==> config.mk <==
export PLATFORM = sky130hd
export DESIGN_NAME = pipe_hazard_ctrl_flat
export DESIGN_NICKNAME = d
export VERILOG_FILES = /design/src/rtl/pipe_hazard_ctrl_pkg.sv /design/src/rtl/pipe_hazard_ctrl_if.sv /design/src/rtl/pipe_hazard_ctrl_load_use_detect.sv /design/src/rtl/pipe_hazard_ctrl.sv /design/src/flat_wrapper.sv
export SDC_FILE = /design/constraint.sdc
export NUM_CORES = 1
export LEC_CHECK = 0
export ABC_AREA = 1
export BUFFER_PORTS_ARGS = -buffer_cell sky130_fd_sc_hd__buf_4
export CAP_MARGIN = 20
export CORE_AREA = 3 3 40 42
export CTS_CLUSTER_SIZE = 20
export DETAILED_ROUTE_END_ITERATION = 8
export DIE_AREA = 0 0 43 45
export GPL_ROUTABILITY_DRIVEN = 0
export SKIP_CTS_REPAIR_TIMING = 1
export SLEW_MARGIN = 0
export SYNTH_ARGS = -nofsm -noshare
export SYNTH_HDL_FRONTEND = slang
export SYNTH_SLANG_ARGS = --single-unit
export TNS_END_PERCENT = 10
==> constraint.sdc <==
create_clock -name clk -period 0.86 [get_ports clk]
set_input_delay 0.043 -clock clk [delete_from_list [all_inputs] [get_ports clk]]
set_output_delay 0.043 -clock clk [all_outputs]
set_load 0.01 [all_outputs]
==> src/rtl/pipe_hazard_ctrl_pkg.sv <==
// Shared types and constants for the pipeline hazard / RAM arbitration controller.
package pipe_hazard_ctrl_pkg;

    // Who currently owns the single shared RAM.
    typedef enum logic {
        S_FETCH = 1'b0,
        S_MEM   = 1'b1
    } state_e;

    localparam logic OWNER_IF  = 1'b0;
    localparam logic OWNER_MEM = 1'b1;

    localparam int REG_ADDR_W_DEF = 3;
    localparam int MEM_WAIT_DEF   = 2;

    // Access counter width; a single-cycle RAM still gets a 1-bit counter that stays at 0.
    function automatic int cnt_width(input int mem_wait);
        return (mem_wait > 1) ? $clog2(mem_wait) : 1;
    endfunction

endpackage

==> src/rtl/pipe_hazard_ctrl_if.sv <==
// Pipeline-side bundle for the hazard controller: hazard inputs from ID/EX/MEM and
// the enables/RAM controls it hands back. The pipeline is the master, the controller the slave.
interface pipe_hazard_ctrl_if
    import pipe_hazard_ctrl_pkg::*;
#(
    parameter int REG_ADDR_W = REG_ADDR_W_DEF
);
    logic [REG_ADDR_W-1:0] id_rs_addr;
    logic [REG_ADDR_W-1:0] id_rt_addr;
    logic                  id_rs_used;
    logic                  id_rt_used;
    logic                  ex_mem_read;
    logic [REG_ADDR_W-1:0] ex_rd_addr;
    logic                  ex_branch_taken;
    logic                  mem_req;
    logic                  mem_we;

    logic pc_write;
    logic if_id_stall;
    logic if_id_flush;
    logic id_ex_bubble;
    logic mem_stall;
    logic ram_owner;
    logic ram_ce;
    logic ram_we;
    logic inst_valid;
    logic mem_ack;

    modport master (
        output id_rs_addr, id_rt_addr, id_rs_used, id_rt_used,
               ex_mem_read, ex_rd_addr, ex_branch_taken, mem_req, mem_we,
        input  pc_write, if_id_stall, if_id_flush, id_ex_bubble, mem_stall,
               ram_owner, ram_ce, ram_we, inst_valid, mem_ack
    );

    modport slave (
        input  id_rs_addr, id_rt_addr, id_rs_used, id_rt_used,
               ex_mem_read, ex_rd_addr, ex_branch_taken, mem_req, mem_we,
        output pc_write, if_id_stall, if_id_flush, id_ex_bubble, mem_stall,
               ram_owner, ram_ce, ram_we, inst_valid, mem_ack
    );
endinterface

==> src/rtl/pipe_hazard_ctrl_load_use_detect.sv <==
// Load-use detector: the instruction in ID reads a register that the load in EX
// has not yet written. Purely combinational.
module load_use_detect #(
    parameter int REG_ADDR_W = 3
) (
    input  logic                  ex_mem_read_i,
    input  logic [REG_ADDR_W-1:0] ex_rd_addr_i,
    input  logic [REG_ADDR_W-1:0] id_rs_addr_i,
    input  logic [REG_ADDR_W-1:0] id_rt_addr_i,
    input  logic                  id_rs_used_i,
    input  logic                  id_rt_used_i,
    output logic                  load_use_o
);
    // No hardwired-zero register, so r0 is a real dependency like any other.
    always_comb begin
        load_use_o = ex_mem_read_i &
                     ((id_rs_used_i & (id_rs_addr_i == ex_rd_addr_i)) |
                      (id_rt_used_i & (id_rt_addr_i == ex_rd_addr_i)));
    end
endmodule

==> src/rtl/pipe_hazard_ctrl.sv <==
// Front-of-pipeline sequencer: shares one RAM between fetch and the MEM stage and
// derives PC / IF/ID / ID/EX enables from memory waits, taken branches and load-use hazards.
module pipe_hazard_ctrl
    import pipe_hazard_ctrl_pkg::*;
#(
    parameter int MEM_WAIT   = MEM_WAIT_DEF,
    parameter int REG_ADDR_W = REG_ADDR_W_DEF
) (
    input logic               clk,
    input logic               rst,
    pipe_hazard_ctrl_if.slave hz
);
    localparam int                CNT_W    = cnt_width(MEM_WAIT);
    localparam logic [CNT_W-1:0]  CNT_LAST = CNT_W'(MEM_WAIT - 1);

    state_e           st_q, st_d;
    logic [CNT_W-1:0] cnt_q, cnt_d;

    logic load_use;
    logic done;
    logic in_fetch;
    logic mem_ack_c;
    logic mem_stall_c;
    logic pc_write_c;
    logic if_id_stall_c;
    logic if_id_flush_c;
    logic id_ex_bubble_c;
    logic inst_valid_c;

    load_use_detect #(
        .REG_ADDR_W (REG_ADDR_W)
    ) u_lud (
        .ex_mem_read_i (hz.ex_mem_read),
        .ex_rd_addr_i  (hz.ex_rd_addr),
        .id_rs_addr_i  (hz.id_rs_addr),
        .id_rt_addr_i  (hz.id_rt_addr),
        .id_rs_used_i  (hz.id_rs_used),
        .id_rt_used_i  (hz.id_rt_used),
        .load_use_o    (load_use)
    );

    // Access timing, next state and the hazard priority chain (first match wins).
    always_comb begin
        in_fetch       = (st_q == S_FETCH);
        done           = (cnt_q == CNT_LAST);
        mem_ack_c      = ~in_fetch & done;
        mem_stall_c    = hz.mem_req & ~mem_ack_c;

        st_d           = st_q;
        cnt_d          = done ? '0 : cnt_q + CNT_W'(1);
        pc_write_c     = 1'b0;
        if_id_stall_c  = 1'b0;
        if_id_flush_c  = 1'b0;
        id_ex_bubble_c = 1'b0;
        inst_valid_c   = 1'b0;

        // A fetch that completes while MEM is waiting is thrown away; MEM takes the RAM next.
        if (in_fetch && done && hz.mem_req) begin
            st_d = S_MEM;
        end else if (!in_fetch && done) begin
            st_d = S_FETCH;
        end

        if (rst) begin
            if_id_flush_c  = 1'b1;
            id_ex_bubble_c = 1'b1;
        end else if (mem_stall_c) begin
            if_id_stall_c  = 1'b1;
        end else if (hz.ex_branch_taken) begin
            pc_write_c     = 1'b1;
            if_id_flush_c  = 1'b1;
            id_ex_bubble_c = 1'b1;
            // Abort the wrong-path fetch and start the target fetch from scratch.
            if (in_fetch) begin
                cnt_d = '0;
            end
        end else if (load_use) begin
            if_id_stall_c  = 1'b1;
            id_ex_bubble_c = 1'b1;
        end else if (!(in_fetch && done)) begin
            if_id_flush_c  = 1'b1;
        end else begin
            pc_write_c     = 1'b1;
            inst_valid_c   = 1'b1;
        end
    end

    // State and access counter; reset returns the RAM to fetch immediately.
    always_ff @(posedge clk or posedge rst) begin
        if (rst) begin
            st_q  <= S_FETCH;
            cnt_q <= '0;
        end else begin
            st_q  <= st_d;
            cnt_q <= cnt_d;
        end
    end

    assign hz.pc_write     = pc_write_c;
    assign hz.if_id_stall  = if_id_stall_c;
    assign hz.if_id_flush  = if_id_flush_c;
    assign hz.id_ex_bubble = id_ex_bubble_c;
    assign hz.inst_valid   = inst_valid_c;
    assign hz.mem_stall    = mem_stall_c & ~rst;
    assign hz.mem_ack      = mem_ack_c & ~rst;
    assign hz.ram_owner    = (st_q == S_MEM) ? OWNER_MEM : OWNER_IF;
    assign hz.ram_ce       = ~rst;
    assign hz.ram_we       = hz.mem_we & (st_q == S_MEM);

endmodule

==> src/flat_wrapper.sv <==
// flat-port wrapper written by rule: the top's interface ports become plain ports
module pipe_hazard_ctrl_flat import pipe_hazard_ctrl_pkg::*;
#(
    parameter int MEM_WAIT   = MEM_WAIT_DEF,
    parameter int REG_ADDR_W = REG_ADDR_W_DEF
)
  (clk, rst, hz_id_rs_addr, hz_id_rt_addr, hz_id_rs_used, hz_id_rt_used, hz_ex_mem_read, hz_ex_rd_addr, hz_ex_branch_taken, hz_mem_req, hz_mem_we, hz_pc_write, hz_if_id_stall, hz_if_id_flush, hz_id_ex_bubble, hz_mem_stall, hz_ram_owner, hz_ram_ce, hz_ram_we, hz_inst_valid, hz_mem_ack);
  pipe_hazard_ctrl_if #(.REG_ADDR_W(REG_ADDR_W)) hz_i ();
  input logic clk;
  input logic rst;
  input wire logic [$bits(hz_i.id_rs_addr)-1:0] hz_id_rs_addr;
  input wire logic [$bits(hz_i.id_rt_addr)-1:0] hz_id_rt_addr;
  input wire logic [$bits(hz_i.id_rs_used)-1:0] hz_id_rs_used;
  input wire logic [$bits(hz_i.id_rt_used)-1:0] hz_id_rt_used;
  input wire logic [$bits(hz_i.ex_mem_read)-1:0] hz_ex_mem_read;
  input wire logic [$bits(hz_i.ex_rd_addr)-1:0] hz_ex_rd_addr;
  input wire logic [$bits(hz_i.ex_branch_taken)-1:0] hz_ex_branch_taken;
  input wire logic [$bits(hz_i.mem_req)-1:0] hz_mem_req;
  input wire logic [$bits(hz_i.mem_we)-1:0] hz_mem_we;
  output wire logic [$bits(hz_i.pc_write)-1:0] hz_pc_write;
  output wire logic [$bits(hz_i.if_id_stall)-1:0] hz_if_id_stall;
  output wire logic [$bits(hz_i.if_id_flush)-1:0] hz_if_id_flush;
  output wire logic [$bits(hz_i.id_ex_bubble)-1:0] hz_id_ex_bubble;
  output wire logic [$bits(hz_i.mem_stall)-1:0] hz_mem_stall;
  output wire logic [$bits(hz_i.ram_owner)-1:0] hz_ram_owner;
  output wire logic [$bits(hz_i.ram_ce)-1:0] hz_ram_ce;
  output wire logic [$bits(hz_i.ram_we)-1:0] hz_ram_we;
  output wire logic [$bits(hz_i.inst_valid)-1:0] hz_inst_valid;
  output wire logic [$bits(hz_i.mem_ack)-1:0] hz_mem_ack;
  assign hz_i.id_rs_addr = hz_id_rs_addr;
  assign hz_i.id_rt_addr = hz_id_rt_addr;
  assign hz_i.id_rs_used = hz_id_rs_used;
  assign hz_i.id_rt_used = hz_id_rt_used;
  assign hz_i.ex_mem_read = hz_ex_mem_read;
  assign hz_i.ex_rd_addr = hz_ex_rd_addr;
  assign hz_i.ex_branch_taken = hz_ex_branch_taken;
  assign hz_i.mem_req = hz_mem_req;
  assign hz_i.mem_we = hz_mem_we;
  assign hz_pc_write = hz_i.pc_write;
  assign hz_if_id_stall = hz_i.if_id_stall;
  assign hz_if_id_flush = hz_i.if_id_flush;
  assign hz_id_ex_bubble = hz_i.id_ex_bubble;
  assign hz_mem_stall = hz_i.mem_stall;
  assign hz_ram_owner = hz_i.ram_owner;
  assign hz_ram_ce = hz_i.ram_ce;
  assign hz_ram_we = hz_i.ram_we;
  assign hz_inst_valid = hz_i.inst_valid;
  assign hz_mem_ack = hz_i.mem_ack;
  pipe_hazard_ctrl #(.MEM_WAIT(MEM_WAIT), .REG_ADDR_W(REG_ADDR_W)) u_core (.clk(clk), .rst(rst), .hz(hz_i));
endmodule
==> impl_metrics.py <==
metrics = {
    "grt": {
        "grt_start_max_net_pins": 6,
        "grt_pass1_vias": 400,
        "grtUsageTotal_pct": 10.1,
        "grt-ovfl-total": 0,
        "antenna_found_initial": 0,
        "grt_pass1_wl_um": 1560,
    },
    "clock_network": {
        "cts_tree": "done",
        "cts_sinks": 2,
        "cts_buffer_depth": 2,
        "htreeDepth": 1,
        "clockRootBuffer": "clkbuf_4",
        "clk_latency_ps": 230,
        "clk_pin_slew_ps": 30,
        "cts_buffers": 3,
    },
    "sta": {
        "skew_ps": 3.08,
        "setup_tns_ps": -2850,
        "max_freq_ghz": 0.750,
        "final_max_slew_viol_count": 0,
        "period_share_pct": 155,
        "hold_viol": 0,
        "final.min_clock_period_ps": 1330,
        "fin_ws_ps": -473,
        "worst_pin_slew_ps": 228,
        "slew_headroom_pct": 84.7,
        "rsz0062_at_grt": "true",
        "setup_viol": 9,
    },
    "min_path": {
        "hold_depth": 2,
        "hp-class": "input port to flip-flop",
    },
    "detailed_routing": {
        "first_iter_violations": 10,
        "drc": 0,
        "wirelength_um": 959,
        "wl_per_cell_um": 8.20,
        "ant_nets": 0,
        "route.vias.total": 478,
        "routed_via_density": 4.09,
        "firstDrtPassIters": 4,
    },
    "critical_path": {
        "setup.worst_path.start_class": "flip-flop",
        "crit_path_end": "hz_if_id_flush",
        "reg2reg_depth": 3,
        "reg2reg_to": "u_core.st_q",
        "cp-startpoint": "u_core.st_q",
        "worst_setup_path_end_kind": "output pin",
        "crit_arrival_ps": 1290,
        "reg2reg_from": "u_core.cnt_q",
        "rrSetupSlack_ps": 10,
        "worstPathMaxFanout": 3,
        "path_class": "flip-flop to output pin",
        "cp.required_ps": 820,
    },
    "final_layout": {
        "nNetsFinal": 121,
        "syn_to_final_growth_pct": 99.2,
        "fin_cells": 117,
        "fin_util_pct": 51.2,
        "nFillCells": 132,
        "drive_gt1_share_pct": 56.9,
        "final_cell_mix": "buf_4, nand2_1, inv_1, nor2_1",
        "n_antenna_cell": 0,
        "final_common_cell": "buf_4",
        "fin_area_um2": 658,
    },
    "die": {
        "core_area_um2": 1280,
        "row_count": 13,
        "die-height_um": 45,
        "ios": 27,
        "initial_core_util_pct": 25.7,
        "fp.dieW_um": 43,
        "dieArea_um2": 1940,
    },
    "status": {
        "violations": "negative setup slack",
        "status": "finished, violations left",
    },
    "synthesis": {
        "synth_top_family_by_area": "simple AND/OR/NAND/NOR gates",
        "netlist_area_um2": 330,
        "synthAdderAreaFrac_pct": 0,
        "ys_warn_count": 0,
        "syn_inst": 64,
        "synth-seq-cells": 2,
        "ys_types": 12,
        "synthSimpleGateAreaFrac_pct": 55.7,
        "yosysSeqAreaShare_pct": 15.2,
        "synthMuxAreaShare_pct": 0,
        "synth_xor_area_share_pct": 0,
        "avgSynthCellArea_um2": 5.16,
        "syn-num-nets": 81,
        "synth_compound_area_share_pct": 9.85,
    },
    "placed_design": {
        "dp.cells": 112,
        "io_buffer_count": 26,
        "dpl_cell_area_um2": 604,
        "dpl.hpwl_um": 832,
    },
    "pwr": {
        "leakage_uw": 0.000403,
        "irDropWorstVdd_v": 0.00117,
        "p_per_area_nw_per_um2": 1920,
        "p_total_uw": 1270,
    },
    "run": {
        "maxCapViolCount": 0,
    },
}
[cells in the mapped netlist (all sizes together)]
library cell  count  share of area (%)
nor2             12                 16
o22ai             1                1.9
nor3              1                1.5
nand2            27                 35
a41oi             1                2.7
a21oi             2                5.3
nand3             1                3.0
dfrtp             2                 15
inv              17                 19
[final cells by class]
class	count	area [um2]	share of cell area [%]
Clock buffer	3	22.5	3.42
Inverter	17	63.8	9.70
Multi-Input combinational cell	45	226	34.4
Sequential cell	2	50.0	7.60
Tap cell	15	18.8	2.85
Timing Repair Buffer	35	277	42.0
[stage by stage]
| stage | hold WS (ps) | setup WS [ps] |
|---|---|---|
| final | 67.5 | -473 |
| after detailed placement | 91.7 | -238 |
| after global routing | 91.6 | -548 |
| after CTS | -149 | -479 |
| after floorplan | -165 | -192 |
| after global placement | 89.6 | -206 |
[flip-flops by register name, indices dropped and copies added (netlist names)]
| register | count |
|---|---|
| u_core.st_q | 1 |
| u_core.cnt_q | 1 |
[worst max-delay path, stage by stage, from the launching register on]
cell	delay, ps
dfrtp_1	390
nand2_2	80
inv_2	40
nor2_2	80
inv_2	60
nor2_4	130
inv_2	40
nand2_2	70
nor2_2	30
buf_4	140
[power by group]
part / internal, uW / switching (uW) / total, uW / leakage (uW)
Clock: 154 / 54.8 / 209 / 0.0000138
Sequential: 144 / 41.2 / 185 / 0.0000238
Combinational: 483 / 389 / 872 / 0.000366
Total: 781 / 485 / 1270 / 0.000403
[per-layer routing]
metal	vias to the layer above	share of wire, %	track usage, %
met4	0	0	1.81
met2	9	53	17.1
met3	0	4.2	2.39
met1	208	42	13.5
li1	261	-	-
met5	-	0	0
[how the worst min path moves through the flow]
stage                       start            to
6_report       hz_ex_branch_taken  u_core.cnt_q
5_1_grt        hz_ex_branch_taken  u_core.cnt_q
4_1_cts                       rst  u_core.cnt_q
3_5_place_dp                  rst  u_core.cnt_q
3_3_place_gp                  rst  u_core.cnt_q
2_1_floorplan                 rst  u_core.cnt_q
[cells by family (layout without fill, tap and decap cells)]
group | Yosys count | in the layout
AO/OA/AOI/OAI | 4 | 4
buffers and inverters | 17 | 55
flip-flops | 2 | 2
AND/OR/NAND/NOR | 41 | 41
Note: power is estimated with default switching activity, not from simulation.
